[src/rtl/vending_ctrl_fsm.sv]
// vending_ctrl_fsm: drink vending controller.
// Captures one drink selection from the raw pushbuttons, accumulates coin
// credit against the drink cost, returns change (or a refund on cancel),
// then times the serving phase in whole seconds.
// Drink i costs COST_TABLE[i*AMT_W +: AMT_W] and serves for
// SERVE_TABLE[i*TIME_W +: TIME_W] seconds. With the default tables drink 0
// costs 4 and serves 8 s, drink 1 costs 3 / 6 s, drink 2 costs 2 / 5 s and
// drink 3 costs 1 / 3 s.
// Optional feature macro: VEND_TIMEOUT_EN -- when defined, a purchase left in
// PAY for TIMEOUT_S seconds without a coin is refunded as if cancelled.
module vending_ctrl_fsm #(
  parameter int NUM_DRINKS    = 4,
  parameter int AMT_W         = 8,
  parameter int TIME_W        = 5,
  parameter int TICKS_PER_SEC = 50_000_000,
  parameter logic [NUM_DRINKS*AMT_W-1:0]  COST_TABLE  = {8'd1, 8'd2, 8'd3, 8'd4},
  parameter logic [NUM_DRINKS*TIME_W-1:0] SERVE_TABLE = {5'd3, 5'd5, 5'd6, 5'd8},
  parameter int TIMEOUT_S     = 10
) (
  input  logic                  clk,
  input  logic                  rst,
  input  logic [NUM_DRINKS-1:0] sel_n,
  input  logic                  coin_valid,
  input  logic [AMT_W-1:0]      coin_val,
  input  logic                  cancel,
  output logic [NUM_DRINKS-1:0] selected,
  output logic [AMT_W-1:0]      credit,
  output logic [AMT_W-1:0]      cost,
  output logic [AMT_W-1:0]      change,
  output logic                  change_valid,
  output logic                  serving,
  output logic [TIME_W-1:0]     time_left,
  output logic                  done,
  output logic                  coin_reject,
  output logic [2:0]            state_o
);

  typedef enum logic [2:0] {
    S_IDLE   = 3'd0,
    S_PAY    = 3'd1,
    S_SERVE  = 3'd2,
    S_DONE   = 3'd3,
    S_REFUND = 3'd4
  } state_e;

  localparam int IDX_W = (NUM_DRINKS > 1) ? $clog2(NUM_DRINKS) : 1;
  localparam int PRE_W = (TICKS_PER_SEC > 1) ? $clog2(TICKS_PER_SEC) : 1;
  localparam logic [PRE_W-1:0] PRE_LAST = PRE_W'(TICKS_PER_SEC - 1);

`ifdef VEND_TIMEOUT_EN
  localparam int IDLE_W = (TIMEOUT_S > 1) ? $clog2(TIMEOUT_S + 1) : 1;
  localparam logic [IDLE_W-1:0] IDLE_LAST = IDLE_W'(TIMEOUT_S - 1);
`endif

  // Saturating credit accumulation: never wraps past the all-ones value.
  function automatic logic [AMT_W-1:0] sat_add(input logic [AMT_W-1:0] a,
                                               input logic [AMT_W-1:0] b);
    logic [AMT_W:0] s;
    s = {1'b0, a} + {1'b0, b};
    return s[AMT_W] ? {AMT_W{1'b1}} : s[AMT_W-1:0];
  endfunction

  // Button synchroniser and edge-detect history
  logic [NUM_DRINKS-1:0] sync1_q;
  logic [NUM_DRINKS-1:0] sync2_q;
  logic [NUM_DRINKS-1:0] prev_q;

  // FSM state and registered outputs
  state_e                state_q;
  logic [IDX_W-1:0]      drink_q;
  logic [NUM_DRINKS-1:0] selected_q;
  logic [AMT_W-1:0]      credit_q;
  logic [AMT_W-1:0]      cost_q;
  logic [AMT_W-1:0]      change_q;
  logic                  change_valid_q;
  logic                  serving_q;
  logic [TIME_W-1:0]     time_left_q;
  logic                  done_q;
  logic                  coin_reject_q;
  logic [PRE_W-1:0]      presc_q;
`ifdef VEND_TIMEOUT_EN
  logic [IDLE_W-1:0]     idle_q;
`endif

  // Combinational helpers
  logic [NUM_DRINKS-1:0] press_d;
  logic                  pick_vld_d;
  logic [IDX_W-1:0]      pick_idx_d;
  logic [AMT_W-1:0]      pick_cost_d;
  logic [TIME_W-1:0]     serve_time_d;
  logic [AMT_W-1:0]      coin_amt_d;
  logic [AMT_W-1:0]      credit_sum_d;
  logic                  paid_d;
  logic                  tick_d;
  logic                  serve_end_d;
  logic                  timeout_d;

  // Two-flop synchroniser on the raw buttons plus one history stage for edge detect
  always_ff @(posedge clk or negedge rst) begin
    if (!rst) begin
      sync1_q <= '0;
      sync2_q <= '0;
      prev_q  <= '0;
    end else begin
      sync1_q <= sel_n;
      sync2_q <= sync1_q;
      prev_q  <= sync2_q;
    end
  end

  // A press is a high-to-low transition of the synchronised active-low button
  assign press_d = prev_q & ~sync2_q;

  // Priority pick: scanning downward lets the lowest pressed index win
  always_comb begin
    pick_vld_d = 1'b0;
    pick_idx_d = '0;
    for (int i = NUM_DRINKS - 1; i >= 0; i--) begin
      if (press_d[i]) begin
        pick_vld_d = 1'b1;
        pick_idx_d = IDX_W'(i);
      end
    end
  end

  assign pick_cost_d  = COST_TABLE[int'(pick_idx_d)*AMT_W +: AMT_W];
  assign serve_time_d = SERVE_TABLE[int'(drink_q)*TIME_W +: TIME_W];
  assign coin_amt_d   = coin_valid ? coin_val : '0;
  // Credit including a coin arriving this cycle; used for refunds and for the
  // payment-complete cycle so a late coin is returned in the change.
  assign credit_sum_d = sat_add(credit_q, coin_amt_d);
  assign paid_d       = (credit_q >= cost_q);
  assign tick_d       = (presc_q == PRE_LAST);
  // Serving ends on the tick that would take time_left from 1 to 0, or at once
  // for a zero serve time, so serving lasts exactly N seconds of clocks.
  assign serve_end_d  = (time_left_q == '0) ||
                        (tick_d && (time_left_q == TIME_W'(1)));

`ifdef VEND_TIMEOUT_EN
  assign timeout_d = tick_d && (idle_q == IDLE_LAST);
`else
  assign timeout_d = 1'b0;
`endif

  // Payment/serving FSM with all outputs registered
  always_ff @(posedge clk or negedge rst) begin
    if (!rst) begin
      state_q        <= S_IDLE;
      drink_q        <= '0;
      selected_q     <= '0;
      credit_q       <= '0;
      cost_q         <= '0;
      change_q       <= '0;
      change_valid_q <= 1'b0;
      serving_q      <= 1'b0;
      time_left_q    <= '0;
      done_q         <= 1'b0;
      coin_reject_q  <= 1'b0;
      presc_q        <= '0;
`ifdef VEND_TIMEOUT_EN
      idle_q         <= '0;
`endif
    end else begin
      change_valid_q <= 1'b0;
      done_q         <= 1'b0;
      coin_reject_q  <= coin_valid && (state_q != S_PAY);

      case (state_q)
        S_IDLE: begin
          if (pick_vld_d) begin
            selected_q <= NUM_DRINKS'(1) << pick_idx_d;
            cost_q     <= pick_cost_d;
            credit_q   <= '0;
            drink_q    <= pick_idx_d;
            presc_q    <= '0;
`ifdef VEND_TIMEOUT_EN
            idle_q     <= '0;
`endif
            state_q    <= S_PAY;
          end
        end

        S_PAY: begin
          if (cancel || (timeout_d && !paid_d && !coin_valid)) begin
            // Refund everything held, including a coin dropped in alongside cancel
            change_q       <= credit_sum_d;
            change_valid_q <= 1'b1;
            selected_q     <= '0;
            credit_q       <= '0;
            cost_q         <= '0;
            state_q        <= S_REFUND;
          end else if (paid_d) begin
            credit_q       <= credit_sum_d;
            change_q       <= credit_sum_d - cost_q;
            change_valid_q <= 1'b1;
            serving_q      <= 1'b1;
            time_left_q    <= serve_time_d;
            presc_q        <= '0;
            state_q        <= S_SERVE;
          end else if (coin_valid) begin
            credit_q <= credit_sum_d;
            presc_q  <= '0;
`ifdef VEND_TIMEOUT_EN
            idle_q   <= '0;
`endif
          end else begin
`ifdef VEND_TIMEOUT_EN
            if (tick_d) begin
              presc_q <= '0;
              idle_q  <= idle_q + IDLE_W'(1);
            end else begin
              presc_q <= presc_q + PRE_W'(1);
            end
`endif
          end
        end

        S_SERVE: begin
          if (serve_end_d) begin
            serving_q   <= 1'b0;
            time_left_q <= '0;
            done_q      <= 1'b1;
            selected_q  <= '0;
            credit_q    <= '0;
            cost_q      <= '0;
            state_q     <= S_DONE;
          end else if (tick_d) begin
            presc_q     <= '0;
            time_left_q <= time_left_q - TIME_W'(1);
          end else begin
            presc_q <= presc_q + PRE_W'(1);
          end
        end

        S_DONE:   state_q <= S_IDLE;
        S_REFUND: state_q <= S_IDLE;
        default:  state_q <= S_IDLE;
      endcase
    end
  end

  assign selected     = selected_q;
  assign credit       = credit_q;
  assign cost         = cost_q;
  assign change       = change_q;
  assign change_valid = change_valid_q;
  assign serving      = serving_q;
  assign time_left    = time_left_q;
  assign done         = done_q;
  assign coin_reject  = coin_reject_q;
  assign state_o      = state_q;

endmodule

[config.mk]
export PLATFORM = sky130hd
export DESIGN_NAME = vending_ctrl_fsm
export DESIGN_NICKNAME = d
export VERILOG_FILES = /design/src/rtl/vending_ctrl_fsm.sv
export SDC_FILE = /design/constraint.sdc
export NUM_CORES = 1
export LEC_CHECK = 0
export ABC_AREA = 0
export CORE_AREA = 4 4 93 95
export CTS_BUF_LIST = sky130_fd_sc_hd__clkbuf_8
export DETAILED_ROUTE_END_ITERATION = 7
export DIE_AREA = 0 0 97 99
export DONT_BUFFER_PORTS = 1
export HOLD_SLACK_MARGIN = 0.05
export PLACE_DENSITY = 0.7
export SETUP_SLACK_MARGIN = 0.02
export SYNTH_ARGS = -nofsm -noshare
export SYNTH_HDL_FRONTEND = slang
export SYNTH_SLANG_ARGS = --single-unit
[constraint.sdc]
create_clock -name clk -period 4.7 [get_ports clk]
set_clock_uncertainty 0.1 [all_clocks]
set_input_delay 0.47 -clock clk [delete_from_list [all_inputs] [get_ports clk]]
set_output_delay 0.47 -clock clk [all_outputs]
set_load 0.01 [all_outputs]
# == After elaboration in Yosys (flattened, before gate mapping) ==
# Cells that the tools add are included.
# op_classes
add_sub_neg,4
n_mul,1
n_lt_le_gt_ge,1
n_eq_ne,15
shift,3
n_mux,51
bitwise_logic,2
reduce_logical,16
# op_table
op,count
2-to-1 mux 26 bit,6
2-to-1 mux 8 bit,11
case mux 26 bit (3 select lines),1
case mux 8 bit (3 select lines),2
"indexed part select 32 x 6 -> 8 bit, first input constant",1
"adder 26 x 1 -> 26 bit, second input constant",1
"equality test 26 bit, second input constant",1
2-to-1 mux 5 bit,4
"indexed part select 20 x 6 -> 5 bit, first input constant",1
AND reduction 4 bit,4
2-to-1 mux 1 bit,12
2-to-1 mux 3 bit,4
2-to-1 mux 4 bit,3
"!= test 2 bit, second input constant",6
case mux 4 bit (3 select lines),1
case mux 5 bit (2 select lines),1
adder 8 x 8 -> 9 bit,1
"!= test 3 bit, second input constant",3
case mux 3 bit (3 select lines),1
greater-or-equal comparator 8 bit,1
2-to-1 mux 2 bit,4
subtractor 8 bit,1
"equality test 5 x 1 -> 1 bit, second input constant",1
logical NOT 5 bit,1
other kinds (18),21
# totals
ff_bits,80
input_bits,16
out_inout_bits,40
wordCells,108

# == Longest topological paths before layout ==
# depth
ltp_word,9
mapped_depth,17
depth_no_buf,16

# == Worst setup path before layout ==
# Ideal clock, no wire load.
# synth_timing
path_type,input -> register
from,input port coin_valid
to,register change_q[7] (netlist: change[7])
setup_ps,69
arrival_time_ps,3851
t_required_ps,4531
slack_ps,681
stages,17
path_buffers,1
cell_sequence,clkbuf_1 > and2_1 > ha_1 > inv_1 > fa_1 > nor2b_1 > o211ai_1 > a32oi_1 > nor2_1 > inv_1 > ha_1 > a21oi_1 > o21ai_0 > nor4_1 > nand2_1 > or4_1 > nand3_1
# synth_via
elab_chain_len,6
# synth_lines
element,line,source
"start, declared",23,"input logic coin_valid,"
2-to-1 mux 8 bit (*),128,assign coin_amt_d = coin_valid ? coin_val : '0;
adder 8 x 8 -> 9 bit (*),59,"s = {1'b0, a} + {1'b0, b};"
2-to-1 mux 8 bit (*),60,return s[AMT_W] ? {AMT_W{1'b1}} : s[AMT_W-1:0];
subtractor 8 bit,194,change_q <= credit_sum_d - cost_q;
2-to-1 mux 8 bit,192,end else if (paid_d) begin
2-to-1 mux 8 bit (*),184,if (cancel || (timeout_d && !paid_d && !coin_valid)) begin
"end signal, assigned",186,change_q <= credit_sum_d;
"end signal, assigned",194,
"end, declared",74,logic [AMT_W-1:0] change_q;
# Mark *: on every way between the ends. The rest lies on a longest branch, timed or not. The select of a mux whose other input is x is not followed.
# A chain may end at the register's enable or synchronous reset.

# == Worst setup path in the final report ==
# layout_timing
from,register credit_q[0] (netlist: credit[0])
to,register change_q[7] (netlist: change[7])
# layout_via
elab_chain_len,5
elab_cells_between_ends,8
classes_between,add/sub: 2; order compare: 1; mux: 3; reduce/logical: 2
# layout_lines
element,line,source
"start, declared",72,logic [AMT_W-1:0] credit_q;
"start signal, assigned",193,credit_q <= credit_sum_d;
"start signal, assigned",201,credit_q <= credit_sum_d;
adder 8 x 8 -> 9 bit,59,
2-to-1 mux 8 bit,60,
subtractor 8 bit,194,
2-to-1 mux 8 bit,192,
2-to-1 mux 8 bit,184,
# Several ways; a longest one is shown, not always the timed one. The select of a mux whose other input is x is not followed.

==> Implementation_results.wiki <==
{| class="wikitable"
! Metric !! Value
|-
| Mapped Cells || 474
|-
| Buffer levels on the longest clock path || 2
|-
| Die outline area || 0.00960 mm²
|-
| Max Slew Vio Count || 0
|-
| Vertical die dimension || 99 µm
|-
| GRT Total Usage || 20.2%
|-
| CTS Root Buffer Type || clkbuf_8
|-
| Pre-antenna DRT Iters || 4
|-
| Cell Area, Placed || 0.00430 mm²
|-
| Post-DR vias/cell || 5.85
|-
| Fraction of post-synthesis cell area in the top cell type by area || 43.6%
|-
| Share of synthesized flip-flops with an asynchronous set or reset || 100%
|-
| Total of endpoints with negative setup slack in the final report || 0
|-
| Synthesized area divided by synthesized cell count || 8.97 µm²
|-
| Number of warnings printed during yosys synthesis || 0
|-
| Global Route met2 Usage || 32.9%
|-
| Worst slack at placement || 0.366 ns
|-
| Area of all placed cells without fillers || 0.00460 mm²
|-
| PnR Total Power || 1270 µW
|-
| Clock sink count || 74
|-
| GR met3 Demand/Resource || 4.39%
|-
| GPL Wtd Cong || 0.825
|-
| Antenna-violating nets left || 0
|-
| Category of the critical setup timing path || flop to flop
|-
| Post-cts resize count || 0
|-
| Routed via count || 3425
|-
| Layout cell share with drive strength beyond 1 || 7.04%
|-
| Setup TNS || 0 ns
|-
| Antenna violations before repair || 0
|-
| Part of the Yosys area used for sequential elements || 43.6%
|-
| Endpoint type of the worst setup path || flop
|-
| Pleak || 0.00198 µW
|-
| Area added between synthesis and finish || 8.12%
|-
| Count of maximum capacitance violations || 0
|-
| Clock tree from TritonCTS || yes
|-
| Cts bufs inserted || 9
|-
| Estimated wirelength of the detail-placed design || 6580 µm
|-
| Library cell occupying the most area in the post-synthesis netlist || dfrtp_1
|-
| Summed instance area of the synthesized netlist || 0.00425 mm²
|-
| Rows || 32
|-
| Category of the worst setup path launch point || flop
|-
| Number of setup buffers added after CTS || 0
|-
| Setup repair after global routing missed its margin || false
|-
| Ranking of synthesized cells by area || dfrtp_1, o21ai_0, ha_1, nor2_1, inv_1
|-
| Pwr dens || 276 mW/mm²
|-
| Maximum fanout encountered on the critical timing path || 9
|-
| Data required time of the critical path || 4.88 ns
|-
| Transition time at the pin with the least slew margin || 0.902 ns
|-
| Number of antenna diodes || 0
|-
| Number of global-route vias before repair || 3277
|-
| Wire length of the first global-routing pass || 15900 µm
|-
| Count of unique library cells instantiated by Yosys || 56
|-
| Worst EP arrival || 4.41 ns
|-
| Pin count of the biggest net entering global routing || 75
|-
| Final worst-path cycle share || 90.1%
|-
| H-tree lvl count || 3
|-
| # IOs || 56
|-
| M1 GR Usage || 26.3%
|-
| Source-to-sink clock delay at the later pin of the worst-skew pair || 0.34 ns
|-
| Fin worst setup slack || 0.468 ns
|-
| Most Used Layer, Global Route || met2
|-
| Minimum clock period after layout || 4.23 ns
|-
| Final routed wire length divided by cell count || 15.8 µm
|-
| PortBufs || 0
|-
| Area inside the core boundary || 0.00773 mm²
|-
| Remaining Overflow, GRT || 0
|-
| Leading register cell type out of synthesis || dfrtp_1
|-
| Flop and latch count out of synthesis || 74
|-
| DR iter-0 viols || 195
|-
| Number of nets at the end of the flow || 518
|-
| Outcome || completed
|-
| Hold Violations, Final || 0
|-
| Die Wd || 97 µm
|-
| Initial core utilization || 55.0%
|-
| Worst Hold Class || input port to flop
|-
| Post-Route WL || 9260 µm
|-
| CTS clock-pin slew for the worst setup and hold paths || 0.09 ns
|-
| Normalized max-slew margin || 39.6%
|-
| Detailed-route DRC error count || 0
|-
| Count of flip-flops with a built-in enable after synthesis || 0
|-
| Cell Count Post-Placement || 563
|-
| Number of buffers added to fix hold violations after cts || 6
|-
| Final standard cell count with taps included and fillers excluded || 585
|-
| Max frequency || 0.236 GHz
|-
| Maximum ir drop on the vdd rail || 0.157 mV
|}
state kept, by name (all words and copies together) (netlist names), 2 cells and up:
register / count
presc_q: 26
change: 8
credit: 8
time_left: 5
prev_q: 4
selected: 4
sync1_q: 4
sync2_q: 4
state_o: 3
cost: 2
drink_q: 2
placed cells by master, fill, tap and decap left out, types with 3 or more instances in the layout:
master	synthesis	routed
dfrtp_1	74	74
nand2b_1	10	10
or3_1	3	3
a21oi_1	16	16
inv_1	36	36
mux2_2	5	5
o31ai_1	11	11
a31oi_1	6	6
a211oi_1	3	3
o21ai_0	65	65
dlygate4sd3_1	0	5
nor3_1	10	10
and2_1	11	11
nand2_1	33	33
nor2b_1	10	10
and3_1	5	5
ha_1	22	22
nand4_1	5	5
clkbuf_8	0	9
nor4_1	6	6
nor2_1	42	42
nand3_1	27	27
xor2_1	4	4
o22ai_1	4	4
a21o_1	3	3
conb_1	1	5
inv_6	0	3
or4_1	3	3
nor3b_1	3	3
or2_2	3	3
buf_4	7	3
worst max-delay path, cell delays in order, from the launching register on:
cell      delay, ns
dfrtp_1        0.43
ha_1           0.21
inv_1          0.06
fa_1           0.37
nor2b_1        0.25
o211ai_1       0.18
a32oi_1        0.64
nor2_1         0.18
inv_1          0.12
ha_1           0.22
a21oi_1        0.14
o21ai_0        0.13
nor4_1         0.41
nand2_1        0.14
or4_1          0.48
nand3_1        0.10
where the power goes:
group          internal [µW]  switching, µW  leakage [µW]
sequential               642           1.90      0.000900
clock                    304            256      0.000111
combinational           23.2           40.4      0.000974
total                    969            299       0.00198
cell families after synthesis:
group / after synthesis / share of synthesized area [%]
flops: 74 / 43.6
other cells: 1 / 0.0882
fa+ha+maj: 24 / 7.42
simple gates: 176 / 21.0
buf+inv: 56 / 6.01
xor+xnor: 6 / 1.24
mux: 7 / 1.80
compound gates: 130 / 18.8
routing by layer:
layer  vias to the layer above  wire [µm]
met4                         0        147
met3                        12        490
met5                         -          0
met1                      1641       4190
met2                        90       4430
li1                       1682          -
path summary, 6_finish.rpt:
| path | slack [ns] | startpoint | to | depth (start not counted) |
|---|---|---|---|---|
| max | 0.47 | credit[0] | change[7] | 15 |
| min reg2reg | 0.25 | sync1_q[2] | sync2_q[2] | 0 |
| min | 0.16 | coin_valid | coin_reject | 1 |
| min in group asynchronous | 0.57 | rst | selected[2] | 2 |
| max reg2reg | 0.47 | credit[0] | change[7] | 15 |
| max in group asynchronous | 3.60 | rst | change[5] | 2 |
layout make-up:
| class | count | area (µm²) |
|---|---|---|
| multi-input cells | 348 | 2160 |
| well taps | 102 | 128 |
| clock buffers | 9 | 124 |
| inverters | 36 | 135 |
| repair buffers | 9 | 100 |
| flip-flops and latches | 74 | 1850 |
| clock inverters | 7 | 98.8 |
| fillers | 686 | 3130 |
metrics by stage:
stage | utilization, % | hold WS, ns
global route | 59.5 | 0.148
detailed placement | 55.6 | 0.0756
floorplan | - | 0.0744
CTS | 59.5 | 0.150
finish | 59.5 | 0.164
global placement | 55.6 | 0.0765
cell usage after synthesis (3+ instances only):
| library cell | instances |
|---|---|
| and3_1 | 5 |
| nand2_1 | 33 |
| or3_1 | 3 |
| or2_2 | 3 |
| nand2b_1 | 10 |
| nor3b_1 | 3 |
| nor3_1 | 10 |
| buf_2 | 3 |
| clkbuf_1 | 8 |
| o31ai_1 | 11 |
| nor2b_1 | 10 |
| a31oi_1 | 6 |
| nand3_1 | 27 |
| nor2_1 | 42 |
| xor2_1 | 4 |
| ha_1 | 22 |
| and2_1 | 11 |
| or4_1 | 3 |
| nand4_1 | 5 |
| buf_4 | 7 |
| a211oi_1 | 3 |
| inv_1 | 36 |
| a21o_1 | 3 |
| o21ai_0 | 65 |
| dfrtp_1 | 74 |
| mux2_2 | 5 |
| a21oi_1 | 16 |
| nor4_1 | 6 |
| o22ai_1 | 4 |
(Power assumes the default switching activity.)
